<file path="src/rtl/mem_arb_pkg.sv">
// Shared types and constants for the fetch/data memory arbiter.
// MEM_ARB_RR_EN selects round-robin tie breaking instead of fixed data priority.
package mem_arb_pkg;

    localparam int ADDR_W_DEF = 12;
    localparam int DATA_W_DEF = 32;

    typedef enum logic [1:0] {
        IDLE  = 2'd0,
        FETCH = 2'd1,
        DATA  = 2'd2
    } owner_e;

    localparam logic OP_READ  = 1'b1;
    localparam logic OP_WRITE = 1'b0;

`ifdef MEM_ARB_RR_EN
    localparam bit RR_EN = 1'b1;
`else
    localparam bit RR_EN = 1'b0;
`endif

endpackage

</file>
<file path="src/rtl/mem_arb_grant.sv">
// Combinational grant picker: data wins ties unless round-robin is enabled,
// in which case the side that was not granted last wins.
module mem_arb_grant
    import mem_arb_pkg::*;
#(
    parameter bit RR = 1'b0
) (
    input  logic   req_f,
    input  logic   req_d,
    input  owner_e last,
    output logic   gnt_f,
    output logic   gnt_d
);

    always_comb begin
        gnt_d = req_d && (!req_f || !RR || (last != DATA));
        gnt_f = req_f && !gnt_d;
    end

endmodule

</file>
<file path="src/rtl/mem_arbiter.sv">
// Shares one memory port between fetch and load/store; registered command bus,
// read data routed back to its issuer two edges after the grant (MEM_ARB_RR_EN: round-robin ties).
module mem_arbiter
    import mem_arb_pkg::*;
#(
    parameter int ADDR_W = ADDR_W_DEF,
    parameter int DATA_W = DATA_W_DEF
) (
    input  logic              clk,
    input  logic              rst_n,
    input  logic              I_f_req,
    input  logic [ADDR_W-1:0] I_f_addr,
    output logic              O_f_gnt,
    output logic              O_f_rvalid,
    output logic [DATA_W-1:0] O_f_rdata,
    input  logic              I_d_req,
    input  logic              I_d_we,
    input  logic [ADDR_W-1:0] I_d_addr,
    input  logic [DATA_W-1:0] I_d_wdata,
    output logic              O_d_gnt,
    output logic              O_d_rvalid,
    output logic [DATA_W-1:0] O_d_rdata,
    output logic              O_mem_en,
    output logic              O_mem_mread,
    output logic [ADDR_W-1:0] O_mem_addr,
    output logic [DATA_W-1:0] O_mem_wdata,
    input  logic [DATA_W-1:0] I_mem_rdata
);

    owner_e owner;
    owner_e resp_owner;
    owner_e last_gnt;
    logic   pick_f;
    logic   pick_d;

    mem_arb_grant #(.RR(RR_EN)) u_grant (
        .req_f (I_f_req),
        .req_d (I_d_req),
        .last  (last_gnt),
        .gnt_f (pick_f),
        .gnt_d (pick_d)
    );

    // No handshake can complete while reset is held.
    assign O_f_gnt = pick_f && rst_n;
    assign O_d_gnt = pick_d && rst_n;

`ifdef MEM_ARB_RR_EN
    always_ff @(posedge clk or negedge rst_n) begin
        if (!rst_n) begin
            last_gnt <= FETCH;
        end else if (O_d_gnt) begin
            last_gnt <= DATA;
        end else if (O_f_gnt) begin
            last_gnt <= FETCH;
        end
    end
`else
    assign last_gnt = FETCH;
`endif

    // owner tracks the command on the bus now; resp_owner the one whose data
    // the memory is returning, so a new grant never disturbs a pending reply.
    always_ff @(posedge clk or negedge rst_n) begin
        if (!rst_n) begin
            O_mem_en    <= 1'b0;
            O_mem_mread <= OP_READ;
            O_mem_addr  <= '0;
            O_mem_wdata <= '0;
            owner       <= IDLE;
            resp_owner  <= IDLE;
            O_f_rvalid  <= 1'b0;
            O_d_rvalid  <= 1'b0;
        end else begin
            if (O_d_gnt) begin
                O_mem_en    <= 1'b1;
                O_mem_mread <= I_d_we ? OP_WRITE : OP_READ;
                O_mem_addr  <= I_d_addr;
                O_mem_wdata <= I_d_wdata;
                owner       <= I_d_we ? IDLE : DATA;
            end else if (O_f_gnt) begin
                O_mem_en    <= 1'b1;
                O_mem_mread <= OP_READ;
                O_mem_addr  <= I_f_addr;
                owner       <= FETCH;
            end else begin
                O_mem_en    <= 1'b0;
                owner       <= IDLE;
            end
            resp_owner <= owner;
            O_f_rvalid <= (resp_owner == FETCH);
            O_d_rvalid <= (resp_owner == DATA);
        end
    end

    assign O_f_rdata = O_f_rvalid ? I_mem_rdata : '0;
    assign O_d_rdata = O_d_rvalid ? I_mem_rdata : '0;

endmodule

</file>
<file path="config.mk">
export PLATFORM = sky130hd
export DESIGN_NAME = mem_arbiter
export DESIGN_NICKNAME = d
export VERILOG_FILES = /design/src/rtl/mem_arb_pkg.sv /design/src/rtl/mem_arb_grant.sv /design/src/rtl/mem_arbiter.sv
export SDC_FILE = /design/constraint.sdc
export NUM_CORES = 1
export LEC_CHECK = 0
export CAP_MARGIN = 20
export CORE_MARGIN = 5
export CORE_UTILIZATION = 30
export CTS_BUF_LIST = sky130_fd_sc_hd__clkbuf_8
export CTS_CLUSTER_DIAMETER = 60
export DETAILED_ROUTE_END_ITERATION = 12
export GPL_TIMING_DRIVEN = 0
export PLACE_DENSITY = 0.78
export SETUP_SLACK_MARGIN = 0.4
export SLEW_MARGIN = 20
export SYNTH_ARGS = -nofsm -noshare
export SYNTH_HDL_FRONTEND = slang
export SYNTH_SLANG_ARGS = --single-unit
</file>
<file path="constraint.sdc">
create_clock -name clk -period 0.9 [get_ports clk]
set_input_delay 0.18 -clock clk [delete_from_list [all_inputs] [get_ports clk]]
set_output_delay 0.18 -clock clk [all_outputs]
set_load 0.02 [all_outputs]
</file>
## Yosys cells after proc, flatten, opt, wreduce, memory -nomap -nowiden

Index checks and enable logic that the tools add are counted.

| storage, ports and cells | value |
|---|---|
| bits in registers | 52 |

| cells by class | value |
|---|---|
| equality and inequality tests | 2 |
| reduce and logical (&&, ||, !) cells | 5 |
| multiplexer cells | 12 |

Operator list:

| kind | number |
|---|---|
| $mux W32 | 2 |
| $mux W12 | 2 |
| $mux W1 | 6 |
| $mux W2 | 2 |
| $logic_and A1 B1 Y1 | 3 |
| $eq A2 B1 Y1 const B | 1 |
| $eq A2 B2 Y1 const B | 1 |
| $reduce_bool A2 Y1 | 1 |
| $logic_not A1 Y1 | 1 |

## Longest topological paths before layout

| logic depth | value |
|---|---|
| depth in word-level cells | 5 |
| gate-level depth with buffers | 5 |
| depth with buffers taken out | 3 |

## Modules after synthesis

A second synthesis with hierarchy kept.

| second synthesis, totals | value |
|---|---|
| cells, all modules | 213 |
| area total of the unflattened synthesis | 2573.7 sq um |

Modules (own cells, without submodules):

| module | area an instance (sq um) | cells each | times used |
|---|---|---|---|
| mem_arbiter | 2552.4 | 211 | 1 |
| mem_arb_grant | 21.3 | 2 | 1 |

## Least setup slack after synthesis

OpenSTA, ideal clock, no wires.

| timing | value |
|---|---|
| kind | register to output |
| start | register O_f_rvalid |
| end | output port O_f_rdata[31] |
| path slack | -238 ps |
| path buffers | 1 |
| cell stages (with the launch flop) | 3 |
| data arrival time | 958 ps |
| path through | dfrtp_1 clkbuf_1 and2_1 |

| between the ends | value |
|---|---|
| cells in the longest elaborated chain, start to end | 1 |

Ends and longest elaborated chain:

| item | RTL line | source |
|---|---|---|
| from (decl) | mem_arbiter.sv:14 | `output logic O_f_rvalid,` |
| from (signal assigned) | mem_arbiter.sv:91 | `O_f_rvalid <= (resp_owner == FETCH);` |
| $mux W32 | mem_arbiter.sv:96 | `assign O_f_rdata = O_f_rvalid ? I_mem_rdata : '0;` |
| to (decl) | mem_arbiter.sv:15 | `output logic [DATA_W-1:0] O_f_rdata,` |

Every way passes these cells.

## Worst setup path in the final report

| timing | value |
|---|---|
| start | register O_d_rvalid |
| end | output port O_d_rdata[17] |

| between the ends | value |
|---|---|
| cells in the longest elaborated chain, start to end | 1 |

Ends and longest elaborated chain:

| item | RTL line | source |
|---|---|---|
| from (decl) | mem_arbiter.sv:21 | `output logic O_d_rvalid,` |
| from (signal assigned) | mem_arbiter.sv:92 | `O_d_rvalid <= (resp_owner == DATA);` |
| $mux W32 | mem_arbiter.sv:97 | `assign O_d_rdata = O_d_rvalid ? I_mem_rdata : '0;` |
| to (decl) | mem_arbiter.sv:22 | `output logic [DATA_W-1:0] O_d_rdata,` |

Every way passes these cells.

==> Implementation_results.wiki <==
{| class="wikitable"
! Metric !! Value
|-
| Total number of vias || 2782
|-
| Maximum number of pins on one net before global-route repair || 27
|-
| TritonCTS Buffers || 5
|-
| IO Port Bufs || 206
|-
| Gate count of the mapped netlist || 214
|-
| Share of post-route cells with drive strength above 1 || 72.2%
|-
| Clock insertion delay at the later pin of the skew report || 0.32 ns
|-
| Clock transition at the registers of the reported paths || 0.12 ns
|-
| Worst reg2reg startpoint || O_mem_wdata[25]$_DFFE_PN0N_
|-
| Num rows || 33
|-
| Capturing instance or port of the critical path || O_d_rdata[17]
|-
| Max_slew headroom || 80.0%
|-
| Net count after synthesis || 307
|-
| Worst hold margin || -0.238 ns
|-
| Syn Area/Cell || 11.9 µm²
|-
| Sum of overflow across all layers after global routing || 0
|-
| Number of iterations in the first detailed-routing pass || 4
|-
| Final critical-path setup slack || -0.510 ns
|-
| Number of DRC violations after detailed routing || 0
|-
| Part of the Yosys area used for sequential elements || 51.0%
|-
| Detail Route Antenna Nets || 0
|-
| Number of storage elements in the synthesis netlist || 52
|-
| Kind of critical path || reg2out
|-
| Endpoint kind of the worst setup timing path || primary output
|-
| Critical path peak fanout || 6
|-
| Logic depth of the worst setup path including buffers || 3
|-
| R2r worst-path depth || 3
|-
| Data required time of the worst path || 0.72 ns
|-
| Summed area of non-filler cells in the final layout || 6550 µm²
|-
| Die area || 10500 µm²
|-
| Max Freq || 709 MHz
|-
| Weighted congestion reported at the end of routability-driven placement || 0.789
|-
| Max cap viols || 0
|-
| Failing checks || hold timing, setup timing
|-
| Clock Skew || 0.0168 ns
|-
| Clock Root Buffer || sky130_fd_sc_hd__clkbuf_8
|-
| Initial Utilization || 30.9%
|-
| Number of setup violations in the final report || 147
|-
| Global-route wire length before repair || 16.2 mm
|-
| Post-synthesis instance area || 2550 µm²
|-
| Cell type contributing the most total cell area after synthesis || sky130_fd_sc_hd__dfrtp_1
|-
| Initial antenna violation count || 0
|-
| Buffer depth of the longest clock path || 2
|-
| Iter 0 DRT Violations || 58
|-
| Number of inserted filler cells in the final layout || 481
|-
| Gate family responsible for the most delay along the worst path || flip-flops
|-
| Crit-path max cell delay || 0.49 ns
|-
| Startpoint types || flop
|-
| Post-detailed-route wirelength per cell || 20.3 µm
|-
| Worst reg2reg setup slack || -0.11 ns
|-
| Horizontal die dimension || 102 µm
|-
| WL final || 12.2 mm
|-
| Area inside the core boundary || 8260 µm²
|-
| Result of the run || finished, violations left
|-
| Actual slew at the worst max-slew pin || 0.300 ns
|-
| Share of Yosys cell area claimed by the top area cell type || 50.0%
|-
| Final core utilization || 79.4%
|-
| Ranking of synthesized cells by area || sky130_fd_sc_hd__dfrtp_1 (50%), sky130_fd_sc_hd__and2_1 (16%), sky130_fd_sc_hd__mux2_4 (15%)
|-
| Cell-by-cell listing of the critical path || clkbuf_8 -> and2_4 -> buf_6
|-
| RSZ-0062 raised after global routing || true
|-
| Number of global-route vias before repair || 2919
|-
| Clock sinks || 52
|-
| Reg2Reg Capture Point || O_mem_wdata[25]$_DFFE_PN0N_
|-
| Count of cell types in the netlist || 19
|-
| TritonCTS clock tree || done
|-
| Final number of hold-violating endpoints || 51
|-
| DR vias/cell || 4.63
|-
| Cell area after placement || 5060 µm²
|-
| Total routing usage reported by global routing || 20.4%
|-
| Area Growth Syn to Fin || 157%
|-
| Height of the chip || 102 µm
|-
| Number of I/O pins || 207
|-
| HPWL Detailed || 7.34 mm
|-
| Worst setup path start || O_d_rvalid$_DFF_PN0_
|-
| Diode count || 0
|-
| Power per cell area || 1290 nW/µm²
|-
| WP buf/inv || 2
|-
| Count of nets after finishing || 588
|-
| Leakage || 3.05 nW
|-
| Final-report max-slew violation count || 0
|-
| Worst min path class || in2async
|-
| Time the final worst path needs with I/O delays and setup || 1.41 ns
|-
| # H-tree levels || 2
|-
| Worst vdd rail ir drop || 1.09 mV
|-
| Final critical-path share of the clock period || 157%
|-
| Arrival @ worst endpoint || 1.23 ns
|-
| Yosys warnings || 0
|-
| CP max stage cell || sky130_fd_sc_hd__dfrtp_2
|}
-- where the power goes --
part / leakage (nW) / total, mW / switching (mW) / internal (mW)
Clock: 0.0600 / 1.71 / 0.869 / 0.845
Sequential: 0.594 / 2.97 / 0.296 / 2.67
Combinational: 2.40 / 3.78 / 1.43 / 2.35
-- synth_stat cells --
library cell	instances
sky130_fd_sc_hd__and2_1	65
sky130_fd_sc_hd__dfrtp_1	51
sky130_fd_sc_hd__mux2_4	26
sky130_fd_sc_hd__o22ai_1	16
sky130_fd_sc_hd__nor2_1	15
sky130_fd_sc_hd__clkbuf_1	8
sky130_fd_sc_hd__o32ai_1	8
sky130_fd_sc_hd__mux2_2	6
sky130_fd_sc_hd__nand2b_1	5
sky130_fd_sc_hd__buf_6	3
sky130_fd_sc_hd__buf_2	2
sky130_fd_sc_hd__nor2b_1	2
sky130_fd_sc_hd__a2bb2oi_1	1
sky130_fd_sc_hd__buf_4	1
sky130_fd_sc_hd__dfstp_2	1
sky130_fd_sc_hd__inv_1	1
sky130_fd_sc_hd__nand2_1	1
sky130_fd_sc_hd__nand2_4	1
sky130_fd_sc_hd__or2_1	1
-- through the flow --
stage | std cells | power [mW] | worst slack (ns) | hold slack, ns | TNS [ns]
2_1_floorplan | 214 | 4.08 | -0.0706 | -0.116 | -5.99
3_3_place_gp | 525 | 5.46 | -2.96 | 0.335 | -290.56
3_5_place_dp | 525 | 5.49 | -1.27 | 0.269 | -93.26
4_1_cts | 574 | 7.92 | -0.529 | -0.227 | -40.08
5_1_grt | 601 | 8.77 | -0.557 | -0.252 | -45.77
6_report | 601 | 8.46 | -0.510 | -0.238 | -40.77
-- worst min path at each step --
stage / start / endpoint / slack (ns)
after floorplan: rst_n / O_d_rvalid$_DFF_PN0_ / -0.12
after global placement: owner[0]$_DFF_PN0_ / resp_owner[0]$_DFF_PN0_ / 0.33
after detailed placement: rst_n / O_mem_wdata[13]$_DFFE_PN0N_ / 0.27
after CTS: rst_n / O_mem_addr[8]$_DFFE_PN0P_ / -0.23
after global routing: rst_n / O_mem_addr[8]$_DFFE_PN0P_ / -0.25
final: rst_n / O_mem_addr[8]$_DFFE_PN0P_ / -0.24
-- layout make-up --
cell class | count | area [µm²] | area share [%]
multi-input cells | 147 | 1620 | 24.7
clock buffers | 5 | 68.8 | 1.05
flip-flops and latches | 52 | 1330 | 20.3
inverters | 1 | 8.76 | 0.134
clock inverters | 3 | 46.3 | 0.706
repair buffers | 274 | 3120 | 47.6
well taps | 105 | 131 | 2.00
plain buffers | 14 | 235 | 3.59
-- timing repair --
action,4_1_cts,5_1_grt
hold endpoints to repair,51,51
pin swaps,27,25
setup endpoints to repair,164,164
setup buffers,32,27
resized for setup,740,80
cloned,9,0
-- cell families (layout without fill, tap and decap cells) --
logic type             after synthesis  count (layout)  share of synthesized area, %
buffers and inverters               15             297                          3.33
AO/OA/AOI/OAI                       25              25                          7.01
multiplexers                        32              32                          17.9
AND/OR/NAND/NOR                     90              90                          20.7
flip-flops                          52              52                          51.0
-- metal layers --
layer  vias to the layer above  global-route usage [%]  share of wire, %
met4                         0                    7.06               2.3
met1                      1321                    21.0                35
met3                        21                    6.55               8.4
li1                       1294                       -                 -
met2                       146                    38.5                55
met5                         -                       0                 0
-- state kept, by name (all words and copies together), names as in the netlist --
name and cells:
O_mem_wdata 32, O_d_rvalid 1, O_mem_mread 1, O_mem_en 1
O_mem_addr 12, resp_owner 2, owner 2, O_f_rvalid 1
-- placed cells by master, fill, tap and decap left out, types with 7 or more instances in the layout --
cell	instances
sky130_fd_sc_hd__nor2_1	14
sky130_fd_sc_hd__buf_4	13
sky130_fd_sc_hd__and2_4	63
sky130_fd_sc_hd__clkdlybuf4s50_1	89
sky130_fd_sc_hd__buf_8	7
sky130_fd_sc_hd__dfrtp_1	31
sky130_fd_sc_hd__clkbuf_8	10
sky130_fd_sc_hd__dfrtp_2	20
sky130_fd_sc_hd__o22ai_2	15
sky130_fd_sc_hd__buf_6	155
sky130_fd_sc_hd__mux2_4	32
sky130_fd_sc_hd__buf_12	9
Power figures use the tool's default switching activity.
